==> src/rtl/dbus_demux.sv <==
// dbus_demux: routes one core load/store at a time to one of four targets selected by req_addr[31:28].
// Optional macro DBUS_TIMEOUT_EN builds a watchdog that aborts a stuck ISSUE/WAIT phase.
module dbus_demux #(
    parameter int TIMEOUT_CYCLES = 15
) (
    input  logic         clk,
    input  logic         rst,
    input  logic         req_valid,
    output logic         req_ready,
    input  logic [31:0]  req_addr,
    input  logic [31:0]  req_wdata,
    input  logic         req_we,
    input  logic [3:0]   req_be,
    output logic         rsp_valid,
    output logic [31:0]  rsp_rdata,
    output logic         rsp_err,
    output logic [3:0]   t_valid,
    output logic [31:0]  t_addr,
    output logic [31:0]  t_wdata,
    output logic         t_we,
    output logic [3:0]   t_be,
    input  logic [3:0]   t_ready,
    input  logic [3:0]   t_rsp_valid,
    input  logic [127:0] t_rdata
);
    typedef enum logic [1:0] {
        IDLE  = 2'd0,
        ISSUE = 2'd1,
        WAIT  = 2'd2,
        RESP  = 2'd3
    } state_t;

    state_t      state;
    state_t      state_nxt;
    logic [1:0]  sel;
    logic [1:0]  sel_nxt;
    logic [31:0] rdata_cap;
    logic [31:0] rdata_cap_nxt;
    logic        err_cap;
    logic        err_cap_nxt;
    logic        accept;
    logic        mapped;
    logic        timeout_hit;

    function automatic logic [3:0] onehot(input logic [1:0] idx);
        logic [3:0] v;
        v      = 4'b0000;
        v[idx] = 1'b1;
        return v;
    endfunction

    assign accept = (state == IDLE) && req_valid;
    assign mapped = (req_addr[31:30] == 2'b00);

`ifdef DBUS_TIMEOUT_EN
    logic [7:0] tmo_cnt;

    // Watchdog counter: cleared on acceptance, counts every ISSUE/WAIT cycle
    always_ff @(posedge clk or posedge rst) begin
        if (rst) begin
            tmo_cnt <= 8'd0;
        end else if (accept) begin
            tmo_cnt <= 8'd0;
        end else if ((state == ISSUE) || (state == WAIT)) begin
            tmo_cnt <= tmo_cnt + 8'd1;
        end
    end

    // The edge that would bring the count to TIMEOUT_CYCLES is the abort edge
    assign timeout_hit = ((state == ISSUE) || (state == WAIT)) &&
                         (tmo_cnt == 8'(TIMEOUT_CYCLES - 1));
`else
    assign timeout_hit = 1'b0;
`endif

    // Next-state logic and response capture
    always_comb begin
        state_nxt     = state;
        sel_nxt       = sel;
        rdata_cap_nxt = rdata_cap;
        err_cap_nxt   = err_cap;
        case (state)
            IDLE: begin
                if (req_valid) begin
                    sel_nxt       = req_addr[29:28];
                    rdata_cap_nxt = 32'h0000_0000;
                    if (mapped) begin
                        state_nxt   = ISSUE;
                        err_cap_nxt = 1'b0;
                    end else begin
                        state_nxt   = RESP;
                        err_cap_nxt = 1'b1;
                    end
                end else begin
                    state_nxt = IDLE;
                end
            end
            ISSUE: begin
                if (timeout_hit) begin
                    state_nxt     = RESP;
                    rdata_cap_nxt = 32'h0000_0000;
                    err_cap_nxt   = 1'b1;
                end else if (t_ready[sel]) begin
                    state_nxt = WAIT;
                end else begin
                    state_nxt = ISSUE;
                end
            end
            WAIT: begin
                if (timeout_hit) begin
                    state_nxt     = RESP;
                    rdata_cap_nxt = 32'h0000_0000;
                    err_cap_nxt   = 1'b1;
                end else if (t_rsp_valid[sel]) begin
                    state_nxt     = RESP;
                    rdata_cap_nxt = t_we ? 32'h0000_0000 : t_rdata[{sel, 5'd0} +: 32];
                    err_cap_nxt   = 1'b0;
                end else begin
                    state_nxt = WAIT;
                end
            end
            RESP: begin
                state_nxt = IDLE;
            end
            default: begin
                state_nxt = IDLE;
            end
        endcase
    end

    // State, latched request fields and registered outputs
    always_ff @(posedge clk or posedge rst) begin
        if (rst) begin
            state     <= IDLE;
            sel       <= 2'd0;
            rdata_cap <= 32'h0000_0000;
            err_cap   <= 1'b0;
            req_ready <= 1'b1;
            t_valid   <= 4'b0000;
            t_addr    <= 32'h0000_0000;
            t_wdata   <= 32'h0000_0000;
            t_we      <= 1'b0;
            t_be      <= 4'b0000;
            rsp_valid <= 1'b0;
            rsp_rdata <= 32'h0000_0000;
            rsp_err   <= 1'b0;
        end else begin
            state     <= state_nxt;
            sel       <= sel_nxt;
            rdata_cap <= rdata_cap_nxt;
            err_cap   <= err_cap_nxt;
            req_ready <= (state_nxt == IDLE);
            t_valid   <= (state_nxt == ISSUE) ? onehot(sel_nxt) : 4'b0000;
            if (accept) begin
                t_addr  <= req_addr;
                t_wdata <= req_wdata;
                t_we    <= req_we;
                t_be    <= req_be;
            end
            // Response leaves RESP as a one-cycle registered pulse
            rsp_valid <= (state == RESP);
            rsp_rdata <= (state == RESP) ? rdata_cap : 32'h0000_0000;
            rsp_err   <= (state == RESP) && err_cap;
        end
    end
endmodule

==> config.mk <==
export PLATFORM = sky130hd
export DESIGN_NAME = dbus_demux
export DESIGN_NICKNAME = d
export VERILOG_FILES = /design/src/rtl/dbus_demux.sv
export SDC_FILE = /design/constraint.sdc
export NUM_CORES = 1
export LEC_CHECK = 0
export CAP_MARGIN = 30
export CELL_PAD_IN_SITES_DETAIL_PLACEMENT = 1
export CELL_PAD_IN_SITES_GLOBAL_PLACEMENT = 1
export CORE_UTILIZATION = 28
export DETAILED_ROUTE_END_ITERATION = 16
export PLACE_DENSITY = 0.82
export SETUP_SLACK_MARGIN = 0.4
export SYNTH_ARGS = -nofsm -noshare
export SYNTH_HDL_FRONTEND = slang
export SYNTH_SLANG_ARGS = --single-unit
==> constraint.sdc <==
create_clock -name clk -period 5.1 [get_ports clk]
set_clock_uncertainty 0.1 [all_clocks]
set_input_delay 1.02 -clock clk [delete_from_list [all_inputs] [get_ports clk]]
set_output_delay 1.02 -clock clk [all_outputs]
set_load 0.03 [all_outputs]
**Word-level counts from Yosys, hierarchy flattened**

Cells that the tools add are included.

- Register bits: 145
- Bits of input ports: 208
- Output and inout port bits: 108
- Logic and storage cells: 54

- Magnitude comparators: 3
- Equal/unequal tests: 6
- Shift operators: 1
- Mux-type cells: 23
- Reductions and logical operators: 8

Operators by type and width:

| operator | count |
|---|---|
| 32-bit two-way mux | 4 |
| 128-bit by 8-bit variable part select with 32-bit output | 1 |
| 32-bit one-hot mux with 2 select lines | 1 |
| 2-bit two-way mux | 5 |
| 2-bit one-hot mux with 4 select lines | 1 |
| 1-bit two-way mux | 7 |
| 2-bit logical NOT | 3 |
| 2-bit by 3-bit < comparator with 1-bit output, second input constant | 2 |
| 1-bit binary-select mux with 2-bit select | 2 |
| 2-bit by 1-bit == test with 1-bit output, second input constant | 2 |
| 2-bit == test, second input constant | 2 |
| 4-bit two-way mux | 1 |
| 2-bit != test, second input constant | 2 |
| 1-bit logical AND | 3 |
| 3-bit AND reduction | 1 |
| 1-bit demux with 2-bit select | 1 |
| 2-bit by 1-bit >= comparator with 1-bit output, second input constant | 1 |
| 1-bit one-hot mux with 2 select lines | 1 |
| 2-bit nonzero test | 1 |

**Depth between registers and ports, before layout**

- Word-level depth: 7
- Depth in mapped cells: 6
- Mapped depth without buffers: 4

**Worst setup path after synthesis**

OpenSTA, ideal clock, no wires.

- Kind: input to register
- Start: input port req_valid
- End: register t_wdata[12]
- Library setup time: 0.125 ns
- Arrival: 2.065 ns
- Data required time: 4.875 ns
- Slack: 2.810 ns
- Cell stages on the path: 5
- Buffers on the path: 3
- Path through: or3b_1 buf_2 buf_6 buf_2 mux2_2

- Word-level cells in the longest chain between the ends: 1

RTL lines:

| item | line | text |
|---|---|---|
| start, declared | 8 | `input logic req_valid,` |
| 1-bit logical AND | 52 | `assign accept = (state == IDLE) && req_valid;` |
| end signal, assigned | 156 | `t_wdata <= req_wdata;` |
| end, declared | 19 | `output logic [31:0] t_wdata,` |

Every way passes these cells.
A chain may end at the register's enable or synchronous reset.

**Worst setup path after layout**

Same ends and word-level chain as after synthesis.

==> run summary <==
Across the run, the number of max-cap violations was 0. Buffers inserted to repair hold after CTS numbered 0. The initial antenna violation count was 0; the power density relative to cell area was 594.9 nW/um^2. The tree built by TritonCTS fans out to 145 sinks. In this run the post-CTS setup repair buffer count came out at 0. After detailed routing, the average wire length per cell comes to 18.31 um. Including well taps, the total number of placed cells is 1052. The die span in x is 153.8 um, and the number of buffers added on ports is 315. The tools report the die area as 23640 um^2. Counting distinct cell types in the post-synthesis netlist gives 28. From synthesis to final layout, the design area changed by 63.10%. The mean post-synth cell area came out at 13.38 um^2.

The number of cells produced by synthesis was 482. After detailed routing, the number of vias per cell comes to 4.666. The detailed-route via count is 5063. Of all nets on the critical path, the largest fanout is 58. In this run, synthesis produced a sequential element count of 145.

The first global-routing pass estimated 31600 um of wire. Counting along the longest clock path gives a buffer depth of 2. In the finished design, the share of the clock period the worst path needs comes to 55.50%. For the final number of max-transition violations, the log shows 0.

The path class of the tightest hold or removal check is reg -> reg. The run gives 165 as the initial DRC count. After the flow finishes, the layout carries non-filler instances totaling 1085.

The clock insertion delay at the later pin of the skew report was 0.41 ns; the required time of the worst setup path was 5.30 ns. The H-tree depth was 4; the number of rows created at floorplan was 55. IR analysis of the VDD net gives a maximum drop of 0.4353 mV. Kind of start point of the critical path: a primary input. The final-report setup violation count is 0.

Type of element capturing the critical path: a flop. For the final routed database, the setup TNS stands at 0 ns. Library cell used as clock root buffer: clkbuf_16. Total count of hold-check failures in the final report: 0. The HPWL after detailed placement is 14490 um. From bottom edge to top edge, the die measures 153.8 um. The layout cell share with drive strength beyond 1 is 15.50%.

Effective utilization at floorplan: 28.48%. The total global-route track usage is 17.43%. The leakage power of the design was 4.739 nW. The logs give 995 for the net total in the final layout and 3.03 ns for the arrival time at the worst endpoint.

The routability congestion estimate from global placement was 0.6967; the first-pass iteration count of the detailed router was 4. The flow ran to the end, and the final reports show no timing, DRC or antenna violations. The number of gates resized after CTS was 0. For the largest net degree at the start of global routing, the log shows 62.

The total nets after synthesis was 690; the number of warnings printed during yosys synthesis was 0. The area of the placeable core was 22640 um^2; the sequential cell area fraction in the yosys report was 56.29%. The CTS buffer count came out at 17.

For the pin with the worst max-slew slack, the measured transition is 0.7600 ns. The tools report the number of global-route vias before repair as 5652. The number of top-level design ports is 316.

The combined area of all synthesized cells was 6449 um^2. In this run the remaining antenna-violating nets after routing total 0. Overall power consumption after layout is estimated at 6.257 mW.

TritonCTS built the clock tree. The critical path is of the in -> reg type. Setup repair after global routing left no endpoint under its margin. For this run, design rule violations remaining after detail routing come to 0. After global routing the overflow that remains totals 0. The CTS clock-pin slew for the worst setup and hold paths works out to 0.07 ns.

In this run the tightest slew margin relative to its limit is 49.33%. The clock period minus final worst setup slack works out to 2.830 ns. Timing would allow up to 353.3 MHz. Summed over all layers, the routed wires come to 19870 um. The repair_antennas step left the layout with diodes totalling 0.
[cell type report]
class | count | area, um^2
Clock buffer | 17 | 425.4
Clock inverter | 15 | 172.7
Fill cell | 2355 | 12120
Multi-Input combinational cell | 293 | 2605
Sequential cell | 145 | 3633
Inverter | 4 | 18.77
Tap cell | 285 | 356.6
Timing Repair Buffer | 326 | 3306
[cell families after synthesis]
logic type             share of synthesized area, %
and+or+nand+nor                               6.713
buffers and inverters                         3.376
DFF                                           56.29
AOI/OAI and AO/OA                             5.161
muxes                                         28.46
[stage by stage]
step                      util, %  worst slack (ns)  hold WS (ns)  instance area (um^2)
after global routing        46.45             2.180        0.4224                 10520
after global placement      43.51             1.850        0.3876                  9852
final                       46.45             2.270        0.4038                 10520
after CTS                   46.33             2.248        0.4071                 10490
after detailed placement    43.69             1.801        0.3920                  9892
after floorplan                 -             2.162        0.3880                  6452
[where the power goes]
part / total (mW) / switching [mW] / internal (mW) / leakage, nW
sequential: 1.83 / 0.233 / 1.59 / 1.83
clock: 1.27 / 0.536 / 0.737 / 0.283
combinational: 3.16 / 1.67 / 1.49 / 2.62
[path summary, 6_finish.rpt]
path	to	cells past startpoint	slack, ns	from
worst min register to register	t_wdata[26]	1	0.40	t_wdata[26]
max in group asynchronous	t_addr[11]	4	2.97	rst
worst max register to register	rdata_cap[4]	5	3.06	state[1]
min in group asynchronous	t_wdata[26]	2	0.90	rst
worst max-delay path	t_wdata[12]	4	2.27	req_valid
worst min-delay path	t_wdata[26]	1	0.40	t_wdata[26]
[synth_stat cells]
master / instances / share of area, %
and2_1: 1 / 0.097
clkbuf_1: 15 / 0.87
dfstp_2: 1 / 0.41
o211ai_1: 1 / 0.12
o221ai_1: 1 / 0.14
buf_2: 17 / 1.3
mux2i_1: 99 / 15
nand2_1: 34 / 2.0
nor3_1: 6 / 0.47
nor2b_1: 1 / 0.097
inv_2: 2 / 0.12
o22a_1: 33 / 4.5
o32a_1: 1 / 0.16
o21a_1: 1 / 0.12
and3_1: 33 / 3.2
dfrtp_1: 144 / 56
mux4_2: 1 / 0.35
nand3b_1: 1 / 0.12
buf_6: 4 / 0.70
clkbuf_2: 1 / 0.078
or3b_1: 2 / 0.27
mux2_2: 69 / 12
a21oi_1: 2 / 0.16
inv_1: 2 / 0.12
nand2b_1: 3 / 0.29
buf_1: 3 / 0.17
or2_2: 2 / 0.19
mux2i_4: 2 / 0.70
[layout by cell type (no fill, tap or decap)]
| cell type | count |
|---|---|
| a21oi_1 | 2 |
| and2_1 | 1 |
| and3_1 | 33 |
| buf_12 | 4 |
| buf_16 | 1 |
| buf_4 | 6 |
| bufinv_16 | 2 |
| clkbuf_16 | 17 |
| clkdlybuf4s50_1 | 315 |
| clkinv_2 | 1 |
| clkinv_4 | 1 |
| clkinvlp_4 | 5 |
| dfrtp_1 | 143 |
| dfrtp_4 | 1 |
| dfstp_2 | 1 |
| inv_1 | 1 |
| inv_2 | 2 |
| inv_6 | 4 |
| inv_8 | 3 |
| mux2_2 | 69 |
| mux2i_1 | 99 |
| mux2i_4 | 2 |
| mux4_2 | 1 |
| nand2_1 | 34 |
| nand2b_1 | 3 |
| nand3b_1 | 1 |
| nor2b_1 | 1 |
| nor3_1 | 6 |
| o211ai_1 | 1 |
| o21a_1 | 1 |
| o221ai_1 | 1 |
| o22a_1 | 32 |
| o22a_2 | 1 |
| o32a_1 | 1 |
| or2_2 | 2 |
| or3b_1 | 1 |
| or3b_4 | 1 |
[registers in the layout (all words and copies together), names as in the netlist]
signal and flops:
t_addr 32, state 2, rdata_cap 32, t_wdata 32
sel 2, err_cap 1, rsp_valid 1, rsp_err 1
rsp_rdata 32, t_we 1, t_valid 4, t_be 4
req_ready 1
[metal layers]
layer  routed length [um]  vias to the layer above  track usage, %
met1                 8004                     2503           20.10
met3                 1441                       27           5.665
met2                10040                      202           30.52
li1                     -                     2331               -
met5                    0                        -               0
met4                  383                        0           5.476
[critical path, stage by stage]
cell	delay (ns)
clkdlybuf4s50_1	0.46
or3b_4	0.75
buf_12	0.37
mux2_2	0.39
(Power assumes the default switching activity.)
